[src/rtl/algorithm_select.sv]
// Algorithm selector front-end: synchronizes and debounces the NEXT/START
// push-buttons, cycles the 2-bit algorithm code and runs the START/BUSY
// handshake with the scaling coprocessor.
module algorithm_select #(
    parameter int unsigned DEBOUNCE_CYCLES = 500000,
    parameter int unsigned TIMEOUT_CYCLES  = 1000,
    parameter int unsigned CNT_W           = 20
) (
    input  logic       CLOCK_50,
    input  logic       RESET,
    input  logic       KEY_NEXT_N,
    input  logic       KEY_START_N,
    input  logic       BUSY,
    output logic [1:0] ALGORITHM,
    output logic       START,
    output logic       LOCKED,
    output logic       DONE,
    output logic       ERROR
);

    localparam logic [CNT_W-1:0] DEB_LAST = CNT_W'(DEBOUNCE_CYCLES - 1);
    localparam logic [CNT_W-1:0] TMO_LAST = CNT_W'(TIMEOUT_CYCLES - 1);
    localparam int unsigned      KEY_NEXT  = 0;
    localparam int unsigned      KEY_START = 1;

    typedef enum logic [1:0] {
        IDLE = 2'd0,
        REQ  = 2'd1,
        RUN  = 2'd2
    } state_t;

    // Key pipeline: bit 0 is NEXT, bit 1 is START; level 1 means released.
    logic [1:0]       sync1_q, sync1_d;
    logic [1:0]       sync2_q, sync2_d;
    logic [1:0]       stable_q, stable_d;
    logic [CNT_W-1:0] cnt_q [2];
    logic [CNT_W-1:0] cnt_d [2];
    logic [1:0]       press_c;

    state_t           state_q, state_d;
    logic [1:0]       alg_q, alg_d;
    logic             start_q, start_d;
    logic             locked_q, locked_d;
    logic             done_q, done_d;
    logic             error_q, error_d;
    logic [CNT_W-1:0] tmo_q, tmo_d;

    // Two-flop synchronizer feeding the debounce stage.
    always_comb begin
        sync1_d = {KEY_START_N, KEY_NEXT_N};
        sync2_d = sync1_q;
    end

    // Debounce: accept a new level only after it has persisted DEBOUNCE_CYCLES samples.
    always_comb begin
        stable_d = stable_q;
        press_c  = 2'b00;
        for (int i = 0; i < 2; i++) begin
            cnt_d[i] = '0;
            if (sync2_q[i] != stable_q[i]) begin
                if (cnt_q[i] == DEB_LAST) begin
                    stable_d[i] = sync2_q[i];
                    press_c[i]  = ~sync2_q[i];
                end else begin
                    cnt_d[i] = cnt_q[i] + CNT_W'(1);
                end
            end
        end
    end

    // Handshake FSM next-state and registered-output logic.
    always_comb begin
        state_d = state_q;
        alg_d   = alg_q;
        start_d = start_q;
        done_d  = 1'b0;
        error_d = error_q;
        tmo_d   = tmo_q;
        unique case (state_q)
            IDLE: begin
                if (press_c[KEY_START]) begin
                    start_d = 1'b1;
                    error_d = 1'b0;
                    tmo_d   = '0;
                    state_d = REQ;
                end else if (press_c[KEY_NEXT]) begin
                    alg_d = alg_q + 2'd1;
                end
            end
            REQ: begin
                if (BUSY) begin
                    start_d = 1'b0;
                    state_d = RUN;
                end else if (tmo_q == TMO_LAST) begin
                    start_d = 1'b0;
                    error_d = 1'b1;
                    state_d = IDLE;
                end else begin
                    tmo_d = tmo_q + CNT_W'(1);
                end
            end
            RUN: begin
                if (!BUSY) begin
                    done_d  = 1'b1;
                    state_d = IDLE;
                end
            end
            default: begin
                start_d = 1'b0;
                state_d = IDLE;
            end
        endcase
        locked_d = (state_d != IDLE);
    end

    // All state on the rising clock; reset is asynchronous.
    always_ff @(posedge CLOCK_50 or posedge RESET) begin
        if (RESET) begin
            sync1_q  <= 2'b11;
            sync2_q  <= 2'b11;
            stable_q <= 2'b11;
            cnt_q[0] <= '0;
            cnt_q[1] <= '0;
            state_q  <= IDLE;
            alg_q    <= 2'd0;
            start_q  <= 1'b0;
            locked_q <= 1'b0;
            done_q   <= 1'b0;
            error_q  <= 1'b0;
            tmo_q    <= '0;
        end else begin
            sync1_q  <= sync1_d;
            sync2_q  <= sync2_d;
            stable_q <= stable_d;
            cnt_q[0] <= cnt_d[0];
            cnt_q[1] <= cnt_d[1];
            state_q  <= state_d;
            alg_q    <= alg_d;
            start_q  <= start_d;
            locked_q <= locked_d;
            done_q   <= done_d;
            error_q  <= error_d;
            tmo_q    <= tmo_d;
        end
    end

    assign ALGORITHM = alg_q;
    assign START     = start_q;
    assign LOCKED    = locked_q;
    assign DONE      = done_q;
    assign ERROR     = error_q;

endmodule

[config.mk]
export PLATFORM = sky130hd
export DESIGN_NAME = algorithm_select
export DESIGN_NICKNAME = d
export VERILOG_FILES = /design/src/rtl/algorithm_select.sv
export SDC_FILE = /design/constraint.sdc
export NUM_CORES = 1
export LEC_CHECK = 0
export ABC_AREA = 1
export BUFFER_PORTS_ARGS = -buffer_cell sky130_fd_sc_hd__buf_4
export CELL_PAD_IN_SITES_DETAIL_PLACEMENT = 1
export CELL_PAD_IN_SITES_GLOBAL_PLACEMENT = 2
export CORE_MARGIN = 2
export CORE_UTILIZATION = 39
export DETAILED_ROUTE_END_ITERATION = 8
export GPL_TIMING_DRIVEN = 0
export HOLD_SLACK_MARGIN = 0.02
export PLACE_DENSITY = 0.87
export SETUP_SLACK_MARGIN = 0.1
export SYNTH_ARGS = -nofsm -noshare
export SYNTH_HDL_FRONTEND = slang
export SYNTH_SLANG_ARGS = --single-unit
export TNS_END_PERCENT = 30
[constraint.sdc]
create_clock -name CLOCK_50 -period 4 [get_ports CLOCK_50]
set_clock_uncertainty 0.15 [all_clocks]
set_input_delay 0.4 -clock CLOCK_50 [delete_from_list [all_inputs] [get_ports CLOCK_50]]
set_output_delay 0.4 -clock CLOCK_50 [all_outputs]
set_load 0.01 [all_outputs]
==> impl_results.md, run 1 <==
* Outcome: completed
* Worst IR Drop VDD at 0.234 mV
* LEAKAGE at 2.01 nW
* Clock tree buffer depth at 2
* Worst path max stage delay at 410 ps
* Crit path kind: reg -> reg
* Net count, final at 586
* Actual slew at the worst max-slew pin at around 660 ps
* H-tree lvl count at 3
* Initial Util at 39.6%
* Register area share after synthesis at 46.1%
* Cells along the critical path: ha_1 > nand2_1 > inv_1 > nand2_1 > nor2_2 > nand4_1 > or2_2 > nand3_1 > nand2_1
* # port buffers at 10
* Syn-to-layout area delta at 13.0%
* Synth Instances at between 500 and 600
* Drt first pass iters at 4
* FF/Latch Area at 1860 um^2
* Total track usage at 20.7%
* Setup ws final at 1820 ps
* Die area at approximately 11000 um^2
* Non-Filler Instances at between 700 and 800
* Placed cell area at 4300 um^2
* Worst min path class: in -> reg
* Critical Path Most Common Cell: nand2_1
* Worst Path Arrival at around 2300 ps
* Vias in the first global route at 3780
* # rows at 37
* Post_cts resized at 0
* PD cells at 324 nW/um^2
* YS warnings at 0
* Critical path required time at just over 4000 ps
* Max Cap Viol at 0
* First-pass GRT wire length at 18.0 mm
* # fillers at roughly 1300
* GPL Wtd Cong at 0.809
* Netlist cell types at 31
* Final instance area at 4550 um^2
* CP startpoint kind: flip-flop
* Total CTS buffers at 9
* Pre-CTS setup slack at 1880 ps
* # DRC at 0
* Fin. max-slew vios at 0
* Footprint of the multi-input gates at 1850 um^2
* Num Clock Sinks at 74
* # placed instances at 700
* Pin count of the biggest net entering global routing at 52
* Final ANT Viol Nets at 0
* IO Pins at 11
* CTS tree: done
* Core Area at 10200 um^2
* Height of the die at 106 um
* Crit-path max FO at 6
* Synthesized flop and latch total at 74
* Setup repair after global routing missed its margin: no
* Clock period minus worst slack at 2180 ps
* Global route overflow at 0
* Syn nets at 561
* Clock transition at path regs at approximately 80 ps
* Fin Setup TNS at 0 ps
* Hold Violations, Final at 0
* Routed via count at 3642
* Layout cells sized above 1 at 8.58%
* Rel. slew slack at 55.9%
* Number of DRC markers in iteration 0 at 132
* FMAX at 0.460 GHz
* CTS Root Cell: clkbuf_8
* Detailed Place HPWL at 7.87 mm
* Final Cycle Share at about 54%
* Diodes inserted at 0
* Cell Area, Synth at 4030 um^2
* Setup crit end kind: flip-flop
* Final Setup Violations at 0
* Syn avg cell area at 7.29 um^2
* Clk_lat worst skew at 370 ps
* Die width at ~110 um
* Antenna violations before repair at 0
* Vias per cell at 5.07
* Wire per inst at 14.8 um
* CP max-delay cell: dfrtp_1
* WL final at 10.6 mm
* Setup bufs post-CTS at 0
report_power, final:
group	internal, mW	switching [mW]
Combinational	0.0161	0.0337
Clock	0.354	0.308
Sequential	0.757	0.00579
flip-flops by register name, indices dropped and copies added (netlist names):
register	count
state_q	2
ERROR	1
LOCKED	1
tmo_q	20
DONE	1
sync1_q	2
ALGORITHM	2
stable_q	2
cnt_q	40
START	1
sync2_q	2
metal layers:
| layer | GRT usage [%] | part of all wire, % | routed length (um) |
|---|---|---|---|
| met1 | 26.9 | 48 | 5110 |
| met5 | 0 | 0 | 0 |
| met4 | 6.39 | 1.3 | 143 |
| met3 | 5.44 | 3.0 | 315 |
| met2 | 33.7 | 48 | 5060 |
layout make-up:
cell class	instances	share of cell area, %
clock inverters	6	1.98
multi-input cells	399	40.6
flip-flops and latches	74	40.8
well taps	136	3.74
inverters	74	6.16
plain buffers	6	0.990
clock buffers	10	2.80
repair buffers	14	2.91
path summary, 6_finish.rpt:
kind	start	end	slack (ps)	cells after the start
max	tmo_q[0]	tmo_q[16]	1820	9
min	BUSY	DONE	70	2
max reg2reg	tmo_q[0]	tmo_q[16]	1820	9
min reg2reg	sync1_q[0]	sync2_q[0]	210	0
max in group asynchronous	RESET	sync2_q[1]	2670	4
min in group asynchronous	RESET	cnt_q[35]	400	3
through the flow:
| step | util [%] | hold WS (ps) | power [mW] |
|---|---|---|---|
| after global placement | 42.0 | 197 | 0.822 |
| after global routing | 44.7 | 45.0 | 1.54 |
| after detailed placement | 42.3 | 198 | 0.828 |
| after CTS | 44.7 | 51.0 | 1.50 |
| final | 44.7 | 67.2 | 1.47 |
| after floorplan | - | 195 | 0.805 |
logic make-up after synthesis:
kind of cell	share of synthesized area [%]
DFF	46.1
adders and majority gates	0.932
and+or+nand+nor	35.2
AOI/OAI and AO/OA	7.11
xor gates and xnor gates	2.61
buffers and inverters	8.01
Yosys cell counts, drive strengths merged:
cell type / number / area share (%)
or2: 3 / 0.47
a31oi: 2 / 0.31
clkbuf: 3 / 0.28
ha: 3 / 0.93
nand3: 42 / 5.3
nand4: 13 / 2.0
dfstp: 6 / 3.9
nor4: 1 / 0.16
nor3: 24 / 3.1
a41oi: 1 / 0.22
dfrtp: 68 / 42
o21bai: 1 / 0.19
nor2: 103 / 10
and3: 2 / 0.31
nand3b: 1 / 0.19
inv: 74 / 6.9
nand2: 137 / 13
xor2: 10 / 2.2
o21a: 1 / 0.19
a21oi: 23 / 2.9
xnor2: 2 / 0.43
nor3b: 3 / 0.56
o21ai: 27 / 3.4
buf: 3 / 0.84
cell usage in the layout (no fill, tap or decap), types with 4 or more instances in the layout:
| master | n |
|---|---|
| a21oi_1 | 23 |
| buf_4 | 10 |
| clkbuf_1 | 4 |
| clkbuf_8 | 9 |
| dfrtp_1 | 68 |
| dfstp_2 | 6 |
| inv_1 | 71 |
| nand2_1 | 136 |
| nand3_1 | 41 |
| nand4_1 | 13 |
| nor2_1 | 97 |
| nor2_2 | 5 |
| nor3_1 | 23 |
| o21ai_0 | 24 |
| xor2_1 | 10 |
worst max-delay path, delay by kind of cell (launching register included):
| kind | cells | cell delay, ps |
|---|---|---|
| flip-flops | 1 | 410 |
| buffers and inverters | 1 | 170 |
| AND/OR/NAND/NOR | 7 | 1150 |
| adder cells (fa/ha/maj) | 1 | 200 |
timing repair:
action,4_1_cts,5_1_grt
hold buffers,3,0
setup endpoints to repair,0,0
endpoints found under the hold margin,22,0
No activity file was read; power rests on OpenSTA's default activity.
==> inputs of run 2 (changes only) <==
--- a/config.mk
+++ b/config.mk
@@ -5,16 +5,16 @@
 export SDC_FILE = /design/constraint.sdc
 export NUM_CORES = 1
 export LEC_CHECK = 0
-export ABC_AREA = 1
+export ABC_AREA = 0
 export BUFFER_PORTS_ARGS = -buffer_cell sky130_fd_sc_hd__buf_4
 export CELL_PAD_IN_SITES_DETAIL_PLACEMENT = 1
 export CELL_PAD_IN_SITES_GLOBAL_PLACEMENT = 2
 export CORE_MARGIN = 2
-export CORE_UTILIZATION = 39
+export CORE_UTILIZATION = 40
 export DETAILED_ROUTE_END_ITERATION = 8
 export GPL_TIMING_DRIVEN = 0
 export HOLD_SLACK_MARGIN = 0.02
-export PLACE_DENSITY = 0.87
+export PLACE_DENSITY = 0.81
 export SETUP_SLACK_MARGIN = 0.1
 export SYNTH_ARGS = -nofsm -noshare
 export SYNTH_HDL_FRONTEND = slang
==> constraint.sdc (replaced) <==
create_clock -name CLOCK_50 -period 2.1 [get_ports CLOCK_50]
set_clock_uncertainty 0.15 [all_clocks]
set_input_delay 0.21 -clock CLOCK_50 [delete_from_list [all_inputs] [get_ports CLOCK_50]]
set_output_delay 0.21 -clock CLOCK_50 [all_outputs]
set_load 0.01 [all_outputs]
==> impl_results.md, run 2 <==
* # port buffers at 10 (unchanged)
* Antenna violations before repair at 0 (unchanged)
* Post-synth EDFFs at 0 (unchanged)
* Synthesized flop and latch total at 74 (unchanged)
* # DRC at 0 (unchanged)
* Actual slew at the worst max-slew pin at 572 ps (-85.2 ps)
* Diodes inserted at 0 (unchanged)
* FF/Latch Area at 1860 um^2 (+0.20%)
* Final Setup Violations at 21 (+21)
* Ranking of synthesized cells by area: dfrtp_1, xor2_1, nor2_1
* Setup ws final at -115 ps (-1940 ps)
* Global route overflow at 0 (unchanged)
* Fin. max-slew vios at 0 (unchanged)
* CP max-delay cell: or4_4
* IO Pins at 11 (unchanged)
* CTS Root Cell: clkbuf_8
* Setup repair after global routing missed its margin: yes
* Register area share after synthesis at 51.1% (+5.0 points)
* First-pass GRT wire length at 15.7 mm (-13%)
* Cell depth of the worst hold path at 0 (-2)
* # placed instances at 490 (-30%)
* Drt first pass iters at 4 (unchanged)
* Worst path max stage delay at 480 ps (+70 ps)
* Clock period minus worst slack at 2220 ps (+40.1 ps)
* Clk_lat worst skew at 350 ps (-20 ps)
* Clock transition at path regs at 80 ps (about the same)
* Synth Instances at 370 (-33%)
* CP bufs+invs at 3 (+2)
* Crit-path max FO at 6 (unchanged)
* Number of DRC markers in iteration 0 at 75 (-43%)
* Post-synth top area share at 46.8% (+4.5 points)
* Vias per cell at 5.65 (+12%)
* Leading area contributor after synthesis: dfrtp_1
* # fillers at 962 (-27%)
* Commonest non-fill, non-tap cell in the layout: dfrtp_1
* Layout cells sized above 1 at 25.5% (+17 points)
* Net count, final at 419 (-28%)
* Total CTS buffers at 9 (unchanged)
* GPL Wtd Cong at 0.735 (-9.2%)
* Pin count of the biggest net entering global routing at 32 (-38%)
* Height of the die at 99.4 um (-5.9%)
* H-tree lvl count at 3 (unchanged)
* YS warnings at 0 (unchanged)
* Final Cycle Share at 105% (+51 points)
* # rows at 34 (-8.1%)
* Post-synth ARST share at 100% (unchanged)
* Synth top cells by count: dfrtp_1, nor2_1, nand2_1, xor2_1, nand3_1
* Hold Violations, Final at 0 (unchanged)
* Netlist cell types at 45 (+45%)
* Clock tree buffer depth at 2 (unchanged)
* Setup crit end kind: flip-flop
* Worst IR Drop VDD at 0.275 mV (+18%)
* Max reg flops at 40 (unchanged)
* Biggest regs: cnt_q x40, tmo_q x20
* Failing checks: negative setup slack
* Total track usage at 20.0% (-0.70 points)
* Crit-path leading delay family: simple AND/OR/NAND/NOR gates
* Non-Filler Instances at 524 (-27%)
* Crit path depth at 8 (-1)
* Cells along the critical path: buf_6 > or4_4 > nor4_4 > a211oi_2 > buf_4 > clkbuf_16 > a31oi_4 > a31oi_1
* Biggest register: cnt_q
* Footprint of the multi-input gates at 1990 um^2 (+7.6%)
* Initial Util at 41.5% (+2.0 points)
* Num Clock Sinks at 74 (unchanged)
* Vias in the first global route at 3241 (-14%)
* Final ANT Viol Nets at 0 (unchanged)
* Routed via count at 2961 (-19%)
* Die width at 99.4 um (-5.9%)
* WL final at 9.18 mm (-14%)
* Die area at 9880 um^2 (-12%)
* Outcome: finished, violations left
* Syn-to-layout area delta at 28.3%
* Syn nets at 378 (-33%)
* Main synth FF type: dfrtp_1
* CP startpoint kind: flip-flop
* Syn avg cell area at 9.83 um^2 (+35%)
* LEAKAGE at 1.92 nW (-4.5%)
* Commonest cells after routing, fill and taps aside: dfrtp_1, nor2_1, nand2_1
* Wire per inst at 17.5 um (+19%)
* Core Area at 8760 um^2 (-14%)
* Critical path required time at 2160 ps (-1960 ps)
* Max Cap Viol at 0 (unchanged)
* Cell Area, Synth at 3640 um^2 (-9.7%)
* CTS tree: done
* Crit path kind: reg -> reg
* Worst r2r path cells at 8 (-1)
* Final Power at 2.98 mW (+100%)
* Most common cell in the netlist: dfrtp_1
* Worst min path class: reg -> reg
* Detailed Place HPWL at 5.99 mm (-24%)
* FMAX at 0.451 GHz (-1.8%)
* Rel. slew slack at 61.9% (+6.0 points)
* Worst Path Arrival at 2280 ps (-20 ps)
* PD cells at 638 nW/um^2 (+97%)
## run 2: path summary, 6_finish.rpt
check                            from         end  slack [ps]
max in group asynchronous       RESET  sync2_q[0]         970
min reg2reg                sync1_q[0]  sync2_q[0]         210
max reg2reg                 tmo_q[12]   tmo_q[11]        -120
min                        sync1_q[0]  sync2_q[0]         210
max                         tmo_q[12]   tmo_q[11]        -120
min in group asynchronous       RESET    cnt_q[4]         290
## run 2: per-layer routing
metal  vias to the layer above  GRT usage (%)  part of all wire (%)
met2                        33           35.1                    51
li1                       1388              -                     -
met5                         -              0                     0
met4                         0           8.43                   2.1
met3                        17           2.88                   1.5
met1                      1523           24.4                    45
## run 2: power by group
| group | leakage [nW] | total, mW | internal (mW) | switching (mW) |
|---|---|---|---|---|
| registers | 0.985 | 1.48 | 1.45 | 0.0281 |
| clock network | 0.114 | 1.33 | 0.789 | 0.540 |
| logic | 0.818 | 0.172 | 0.0788 | 0.0929 |
## run 2: cell type report
type | instances | share of cell area (%)
Buffer | 11 | 2.63
Clock buffer | 11 | 2.81
Clock inverter | 5 | 2.20
Inverter | 11 | 0.965
Multi-Input combinational cell | 274 | 42.6
Sequential cell | 74 | 39.9
Tap cell | 108 | 2.89
Timing Repair Buffer | 30 | 6.06
## run 2: logic make-up after synthesis
group / after synthesis / synth area share (%)
flops: 74 / 51.1
simple gates: 180 / 25.4
mux: 3 / 0.894
fa+ha+maj: 3 / 1.03
buf+inv: 22 / 3.20
xor+xnor: 39 / 9.39
compound gates: 49 / 9.01
## run 2: timing repair
| action | in CTS | in global routing |
|---|---|---|
| hold endpoints to repair | 16 | 0 |
| pin swaps | 6 | 14 |
| endpoints found under the setup margin | 66 | 60 |
| cloned | 1 | 1 |
| hold buffers | 4 | 0 |
| resized for setup | 32 | 46 |
| buffers inserted | 10 | 2 |
## run 2: metrics by stage
stage / worst slack [ps] / utilization (%) / TNS (ps) / hold slack, ps / area, um^2
floorplan: -79.5 / - / -868 / 64.5 / 3640
global placement: -359 / 44.0 / -9960 / 169 / 3850
detailed placement: -405 / 44.4 / -11500 / 90.7 / 3890
CTS: -110 / 49.8 / -1360 / 214 / 4370
global route: -216 / 53.3 / -3740 / 220 / 4670
finish: -115 / 53.3 / -1310 / 212 / 4670
